<file path="src/rtl/pipe_pkg.sv">
// Shared types and constants for the inter-stage pipeline register.
package pipe_pkg;

  typedef enum logic [1:0] {
    EMPTY,
    ONE,
    TWO
  } pipe_state_t;

  localparam int unsigned SLOT_NOP = 0;

endpackage

</file>
<file path="src/rtl/pipe_sat_counter.sv">
// Saturating event counter: increments on inc, sticks at all-ones, clears on reset only.
module pipe_sat_counter #(
  parameter int unsigned COUNT_W = 16
) (
  input  logic               clk,
  input  logic               reset,
  input  logic               inc,
  output logic [COUNT_W-1:0] cnt
);

  logic [COUNT_W-1:0] cnt_q;
  logic [COUNT_W-1:0] cnt_d;

  always_comb begin
    cnt_d = cnt_q;
    if (inc && (cnt_q != '1)) begin
      cnt_d = cnt_q + 1'b1;
    end
  end

  always_ff @(posedge clk or posedge reset) begin
    if (reset) begin
      cnt_q <= '0;
    end else begin
      cnt_q <= cnt_d;
    end
  end

  assign cnt = cnt_q;

endmodule

</file>
<file path="src/rtl/pipe_stage_reg.sv">
// Inter-stage pipeline register with valid/ready handshake, flush and 2-entry skid buffer.
// Define PIPE_STAGE_PERF_EN to add the stall/bubble/flush saturating counters.
module pipe_stage_reg
  import pipe_pkg::*;
#(
  parameter int unsigned       DATA_W    = 32,
  parameter int unsigned       NUM_SLOTS = 3,
  parameter logic [DATA_W-1:0] NOP_VALUE = DATA_W'(SLOT_NOP)
`ifdef PIPE_STAGE_PERF_EN
  ,
  parameter int unsigned       COUNT_W   = 16
`endif
) (
  input  logic                        clk,
  input  logic                        reset,
  input  logic                        flush,
  input  logic                        in_valid,
  output logic                        in_ready,
  input  logic [NUM_SLOTS*DATA_W-1:0] in_data,
  output logic                        out_valid,
  input  logic                        out_ready,
  output logic [NUM_SLOTS*DATA_W-1:0] out_data
`ifdef PIPE_STAGE_PERF_EN
  ,
  output logic [COUNT_W-1:0]          stall_cnt,
  output logic [COUNT_W-1:0]          bubble_cnt,
  output logic [COUNT_W-1:0]          flush_cnt
`endif
);

  localparam int unsigned             ENTRY_W   = NUM_SLOTS * DATA_W;
  localparam logic [ENTRY_W-1:0]      NOP_ENTRY = {NUM_SLOTS{NOP_VALUE}};

  pipe_state_t        state_q, state_d;
  logic [ENTRY_W-1:0] main_q, main_d;
  logic [ENTRY_W-1:0] skid_q, skid_d;
  logic               in_ready_q, in_ready_d;
  logic               in_fire, out_fire;

  assign out_valid = (state_q != EMPTY);
  assign in_ready  = in_ready_q;
  assign in_fire   = in_valid & in_ready_q;
  assign out_fire  = out_valid & out_ready;
  assign out_data  = out_valid ? main_q : NOP_ENTRY;

  always_comb begin
    state_d = state_q;
    main_d  = main_q;
    skid_d  = skid_q;
    if (flush) begin
      state_d = EMPTY;
      main_d  = NOP_ENTRY;
      skid_d  = NOP_ENTRY;
    end else begin
      unique case (state_q)
        EMPTY: begin
          if (in_fire) begin
            state_d = ONE;
            main_d  = in_data;
          end
        end
        ONE: begin
          if (in_fire && out_fire) begin
            main_d = in_data;
          end else if (in_fire) begin
            state_d = TWO;
            skid_d  = in_data;
          end else if (out_fire) begin
            state_d = EMPTY;
          end
        end
        TWO: begin
          if (out_fire) begin
            state_d = ONE;
            main_d  = skid_q;
          end
        end
        default: state_d = EMPTY;
      endcase
    end
    // Ready is derived from the next state so it can be presented straight from a flop.
    in_ready_d = (state_d != TWO);
  end

  always_ff @(posedge clk or posedge reset) begin
    if (reset) begin
      state_q    <= EMPTY;
      main_q     <= NOP_ENTRY;
      skid_q     <= NOP_ENTRY;
      in_ready_q <= 1'b1;
    end else begin
      state_q    <= state_d;
      main_q     <= main_d;
      skid_q     <= skid_d;
      in_ready_q <= in_ready_d;
    end
  end

`ifdef PIPE_STAGE_PERF_EN
  pipe_sat_counter #(.COUNT_W(COUNT_W)) u_stall_cnt (
    .clk   (clk),
    .reset (reset),
    .inc   (out_valid & ~out_ready),
    .cnt   (stall_cnt)
  );

  pipe_sat_counter #(.COUNT_W(COUNT_W)) u_bubble_cnt (
    .clk   (clk),
    .reset (reset),
    .inc   (~out_valid),
    .cnt   (bubble_cnt)
  );

  pipe_sat_counter #(.COUNT_W(COUNT_W)) u_flush_cnt (
    .clk   (clk),
    .reset (reset),
    .inc   (flush),
    .cnt   (flush_cnt)
  );
`endif

endmodule

</file>
<file path="config.mk">
export PLATFORM = sky130hd
export DESIGN_NAME = pipe_stage_reg
export DESIGN_NICKNAME = d
export VERILOG_FILES = /design/src/rtl/pipe_pkg.sv /design/src/rtl/pipe_sat_counter.sv /design/src/rtl/pipe_stage_reg.sv
export SDC_FILE = /design/constraint.sdc
export NUM_CORES = 1
export LEC_CHECK = 0
export CORE_MARGIN = 5
export CORE_UTILIZATION = 55
export DETAILED_ROUTE_END_ITERATION = 7
export HOLD_SLACK_MARGIN = 0.05
export MAX_ROUTING_LAYER = met4
export PLACE_DENSITY = 0.86
export REMOVE_ABC_BUFFERS = 1
export SETUP_SLACK_MARGIN = 0.5
export SYNTH_ARGS = -nofsm -noshare
export SYNTH_HDL_FRONTEND = slang
export SYNTH_HIERARCHICAL = 1
export SYNTH_SLANG_ARGS = --single-unit
</file>
<file path="constraint.sdc">
create_clock -name clk -period 10.4 [get_ports clk]
set_input_delay 2.08 -clock clk [delete_from_list [all_inputs] [get_ports clk]]
set_output_delay 2.08 -clock clk [all_outputs]
set_load 0.05 [all_outputs]
</file>
==> results of run 1 <==
per-stage QoR:
stage	hold WS [ns]	instances	utilization, %	setup WS (ns)
after global placement	0.451	1117	68.5	5.26
after floorplan	0.440	694	-	2.81
final	0.469	1149	72.3	5.51
after global routing	0.490	1149	72.3	5.28
after detailed placement	0.458	1117	68.5	5.13
after CTS	0.474	1149	72.3	5.50
cell type report:
cell class	instances	area [um^2]	share of cell area (%)
clock inverters	15	171	1.50
clock buffers	17	425	3.72
flip-flops and latches	195	4880	42.7
repair buffers	207	2050	17.9
well taps	216	270	2.36
multi-input cells	496	3630	31.7
inverters	3	18.8	0.164
layer usage:
| metal | global-route usage, % | part of all wire, % |
|---|---|---|
| met1 | 32.0 | 44 |
| met2 | 37.0 | 48 |
| met3 | 4.41 | 5.6 |
| met4 | 8.31 | 1.9 |
| met5 | - | 0 |
tightest hold or removal path, delay by kind of cell, from the launching register on:
kind             cells  cell delay (ns)
flip-flops           1             0.34
AND/OR/NAND/NOR      1             0.05
AO/OA/AOI/OAI        1             0.05
where the power goes:
group | total [mW] | internal, mW | switching (mW)
clock network | 0.666 | 0.362 | 0.304
logic | 0.310 | 0.118 | 0.192
registers | 0.826 | 0.803 | 0.0223
total | 1.80 | 1.28 | 0.518
flip-flops by register name (all words and copies together), names as in the netlist:
name and cells:
main_q 96, state_q 2, in_ready 1, skid_q 96
cell families (layout without fill, tap and decap cells):
| group | count (synthesis) | count (layout) | synth area share, % |
|---|---|---|---|
| DFF | 195 | 195 | 55.1 |
| muxes | 96 | 96 | 10.8 |
| and+or+nand+nor | 204 | 204 | 11.7 |
| buffers and inverters | 78 | 242 | 4.21 |
| AOI/OAI and AO/OA | 196 | 196 | 18.2 |
Yosys cell counts:
cell,number
a2111oi_4,1
a21oi_1,1
a21oi_2,1
a22o_1,96
and2_1,96
and3_1,1
and3b_1,2
and4bb_2,1
buf_2,31
buf_4,11
clkbuf_1,33
dfrtp_1,194
dfstp_2,1
inv_1,3
mux2i_1,96
nand2_1,98
nand2b_1,1
nand3_1,1
nor2_1,1
nor2b_1,1
nor3_1,1
o31a_1,1
o31ai_1,96
or2_2,1
worst paths after layout:
path,to,slack [ns],from
hold / removal,main_q[78],0.47,main_q[78]
min in group asynchronous,skid_q[45],2.22,reset
max in group asynchronous,skid_q[58],6.70,reset
setup reg to reg,main_q[39],7.17,state_q[1]
hold reg to reg,main_q[78],0.47,main_q[78]
setup / recovery,out_data[78],5.51,state_q[1]
==> reports/qor.yml, run 1 <==
yosys.area.top_type: "dfrtp_1"
cp.buffers_inverters: 2
cp.required_ns: 8.32
layout_commonest_cell: "clkdlybuf4s50_1"
finalHoldViolCount: 0
clock_latency_ns: 0.42
crit_path_cell_trace: "or2_2 > buf_4 > and2_1 > clkdlybuf4s50_1"
crit_cells: 4
track_usage_pct: 23.9
nNetsFinal: 1021
rsz0062_at_grt: "false"
worstSetupPathType: "flop to output pin"
cts_resized: 0
yosysWarnings: 6
period_needed_ns: 4.89
netlist-cell-type-count: 24
grt-ovfl-total: 0
start_kind: "flop"
drc: 0
cp.arrival_ns: 2.81
drtPass1Iterations: 5
port-buffer-count: 198
die_width_um: 137
yosysSeqAreaShare_pct: 55.1
wl_per_cell_um: 18.6
start_util_pct: 56.0
syn_to_final_growth_pct: 29.1
reg2regPathDepth: 5
row_count: 46
crit_fanout: 97
p_per_area_nw_per_um2: 157
ioPinCount: 199
core_um2: 15800
fmax_mhz: 205
drtIter0Drc: 472
status: "complete, no violations"
post_route_cells_drive_above_1_share_pct: 5.36
wl_um: 21400
syn_avg_cell_area_um2: 11.5
cap_viol_max_count: 0
endpoint_kind: "output pin"
cts_buffers: 17
ant_nets: 0
power_mw: 1.80
die_y_um: 137
layout_common_cells: "clkdlybuf4s50_1 (197), dfrtp_1 (194), nand2_1 (98)"
critical_path.top_delay_family: "buffers and inverters"
fin_tns_setup_ns: 0
antenna_found_initial: 0
final_area_um2: 11400
cts_hold_buffers: 0
cts_max_path_buffers: 2
post-cts-setup-buffers: 0
synth_top_area_share_pct: 54.8
leakage_nw: 5.58
place_area_um2: 10800
finClkSkew_ns: 0.0101
finalCritPeriodShare_pct: 47.0
die-area_um2: 18800
ys_ff_latch: 195
dp_hpwl_um: 12700
finalSetupViolCount: 0
cts-root-buf: "clkbuf_16"
grt_pass1_vias: 6833
ir_drop_mv: 0.0979
grt_max_degree: 125
gp_congestion: 0.768
hold_depth: 2
grt_pass1_wl_um: 34500
vias: 6540
hold_class: "flop to flop"
synthTopCellsByArea: "dfrtp_1 (55%), mux2i_1 (11%), a22o_1 (9.5%), o31ai_1 (8.1%), and2_1 (6.8%)"
h-tree-depth: 4
slew_headroom_pct: 24.6
cts_num_sinks: 195
cts_tree: "built"
worst_pin_slew_ns: 1.13
syn_inst: 769
diodes: 0
vias_per_cell: 5.69
n_fill_cell: 1112
crit_path_top_delay_cell: "clkdlybuf4s50_1"
slew_violations: 0
critPathMaxStageDelay_ns: 0.87
syn_area_um2: 8860
clkTransAtPathRegs_ns: 0.07
Note: power is estimated with default switching activity, not from simulation.
==> inputs of run 2 (changes only) <==
- CORE_UTILIZATION: 55 -> 51
- PLACE_DENSITY: 0.86 -> 0.81
- clock period: 10.4 -> 4.63 ns (I/O delays scaled with it)
==> reports/qor.yml, run 2 (synthesized netlist as in run 1, its figures left out) <==
cts_max_path_buffers: 2  # unchanged
dp.cells: 1126  # +0.81%
vias: 6547  # +0.11%
grt_max_degree: 193  # +54%
final-seq-area_um2: 4880  # unchanged
syn_to_final_growth_pct: 30.3
cp.required_ns: 3.70  # -4.62 ns
nNetsFinal: 1021  # unchanged
utilization_pct: 67.2  # -5.1 points
critical_path.top_delay_family: "buffers and inverters"
layout_commonest_cell: "clkdlybuf4s50_1"
start_util_pct: 51.6  # -4.4 points
status: "complete, no violations"
hold_class: "flop to flop"
cts_buffers: 17  # unchanged
cap_viol_max_count: 0  # unchanged
cts_hold_buffers: 0  # unchanged
clkTransAtPathRegs_ns: 0.07  # about the same
clock_latency_ns: 0.44  # +0.02 ns
wl_um: 21600  # +1.0%
wl_per_cell_um: 18.6  # about the same
multi_input_area_um2: 3630  # unchanged
ir_drop_mv: 0.287  # +190%
power_mw: 4.09  # +130%
slew_violations: 0  # unchanged
cts_resized: 0  # unchanged
fmax_mhz: 269
period_needed_ns: 3.72
p_per_area_nw_per_um2: 354  # +120%
worstSetupPathType: "flop to output pin"
finClkSkew_ns: 0.0169  # +0.00689 ns
place_area_um2: 10900  # +0.68%
finalHoldViolCount: 0  # unchanged
die_width_um: 142  # +3.6%
grt_pass1_wl_um: 35600  # +3.0%
layout_common_cells: "clkdlybuf4s50_1 (197), dfrtp_1 (194), nand2_1 (98)"
cts_tree: "built"
drc: 0  # unchanged
antenna_found_initial: 2  # +2
ant_nets: 0  # unchanged
core_um2: 17200  # +8.5%
rsz0062_at_grt: "false"
crit_path_cell_trace: "or2_2 > buf_12 > and2_1 > clkdlybuf4s50_1"
ioPinCount: 199  # unchanged
start_kind: "flop"
n_fill_cell: 1327  # +19%
worst_pin_slew_ns: 0.992  # -0.139 ns
post_route_cells_drive_above_1_share_pct: 5.36  # unchanged
grt-ovfl-total: 0  # unchanged
dp_hpwl_um: 13200  # +3.5%
die_y_um: 142  # +3.6%
post-cts-setup-buffers: 0  # unchanged
die-area_um2: 20100  # +7.3%
crit_path_top_delay_cell: "clkdlybuf4s50_1"
gp_congestion: 0.778  # +1.3%
cp.buffers_inverters: 2  # unchanged
port-buffer-count: 198  # unchanged
final_cells: 1161  # +1.0%
leakage_nw: 5.62  # +0.56%
critPathMaxStageDelay_ns: 0.80  # -0.07 ns
h-tree-depth: 4  # unchanged
cts-root-buf: "clkbuf_16"
endpoint_kind: "output pin"
slew_headroom_pct: 33.9  # +9.3 points
final_area_um2: 11500  # +0.89%
finalSetupViolCount: 0  # unchanged
drtIter0Drc: 442  # -6.4%
whs_ns: 0.469  # -0.000811 ns
vias_per_cell: 5.64  # -0.93%
cts_num_sinks: 195  # unchanged
track_usage_pct: 22.8  # -1.1 points
finalCritPeriodShare_pct: 80.3
grt_pass1_vias: 6800  # -0.48%
crit_fanout: 52  # -46%
reg.largest.list: "main_q x96, skid_q x96, state_q x2"
row_count: 48  # +4.3%
cp.arrival_ns: 2.79  # -0.02 ns
drtPass1Iterations: 5  # unchanged
[run 2: changes by cell type in the layout (fill, tap and decap cells not counted)]
cell,delta
buf_12,+5
clkinv_2,+1
bufinv_16,+1
buf_4,-5
inv_8,-1
diode_2,+3
inv_6,-2
clkbuf_8,+1
[run 2: routing by layer]
metal / global-route usage (%) / vias to the layer above / part of all wire [%]
met1: 30.5 / 3246 / 45
met5: - / - / 0
met2: 34.9 / 197 / 47
met3: 5.26 / 26 / 6.4
met4: 7.12 / 0 / 1.8
li1: - / 3078 / -
[run 2: final timing paths]
check,from,endpoint,slack [ns],depth (start not counted)
worst max-delay path,state_q[1],out_data[59],0.91,4
worst min-delay path,main_q[77],main_q[77],0.47,2
worst max register to register,state_q[1],main_q[31],2.32,5
worst min register to register,main_q[77],main_q[77],0.47,2
max in group asynchronous,reset,main_q[83],2.76,3
min in group asynchronous,reset,main_q[36],1.04,2
[run 2: final cells by class]
cell class	count	area share, %
well taps	225	2.44
flip-flops and latches	195	42.3
clock inverters	14	1.54
multi-input cells	496	31.4
clock buffers	18	3.80
inverters	3	0.163
repair buffers	207	18.3
diodes	3	0.0650
[run 2: per-stage QoR]
stage | TNS, ns | setup WS, ns
detailed placement | 0 | 1.32
global placement | 0 | 1.43
finish | 0 | 0.912
global route | 0 | 0.705
CTS | 0 | 0.865
floorplan | -485.32 | -1.81
[run 2: worst min-delay path, delay by kind of cell, from the launching register on]
family,cells,cell delay (ns)
DFF,1,0.34
and+or+nand+nor,1,0.05
AOI/OAI and AO/OA,1,0.05
[run 2: report_power, final]
group / switching (mW) / total [mW] / leakage, nW / internal, mW
logic: 0.423 / 0.693 / 2.71 / 0.270
registers: 0.0574 / 1.86 / 2.61 / 1.81
clock network: 0.658 / 1.53 / 0.295 / 0.873
total: 1.14 / 4.09 / 5.62 / 2.95
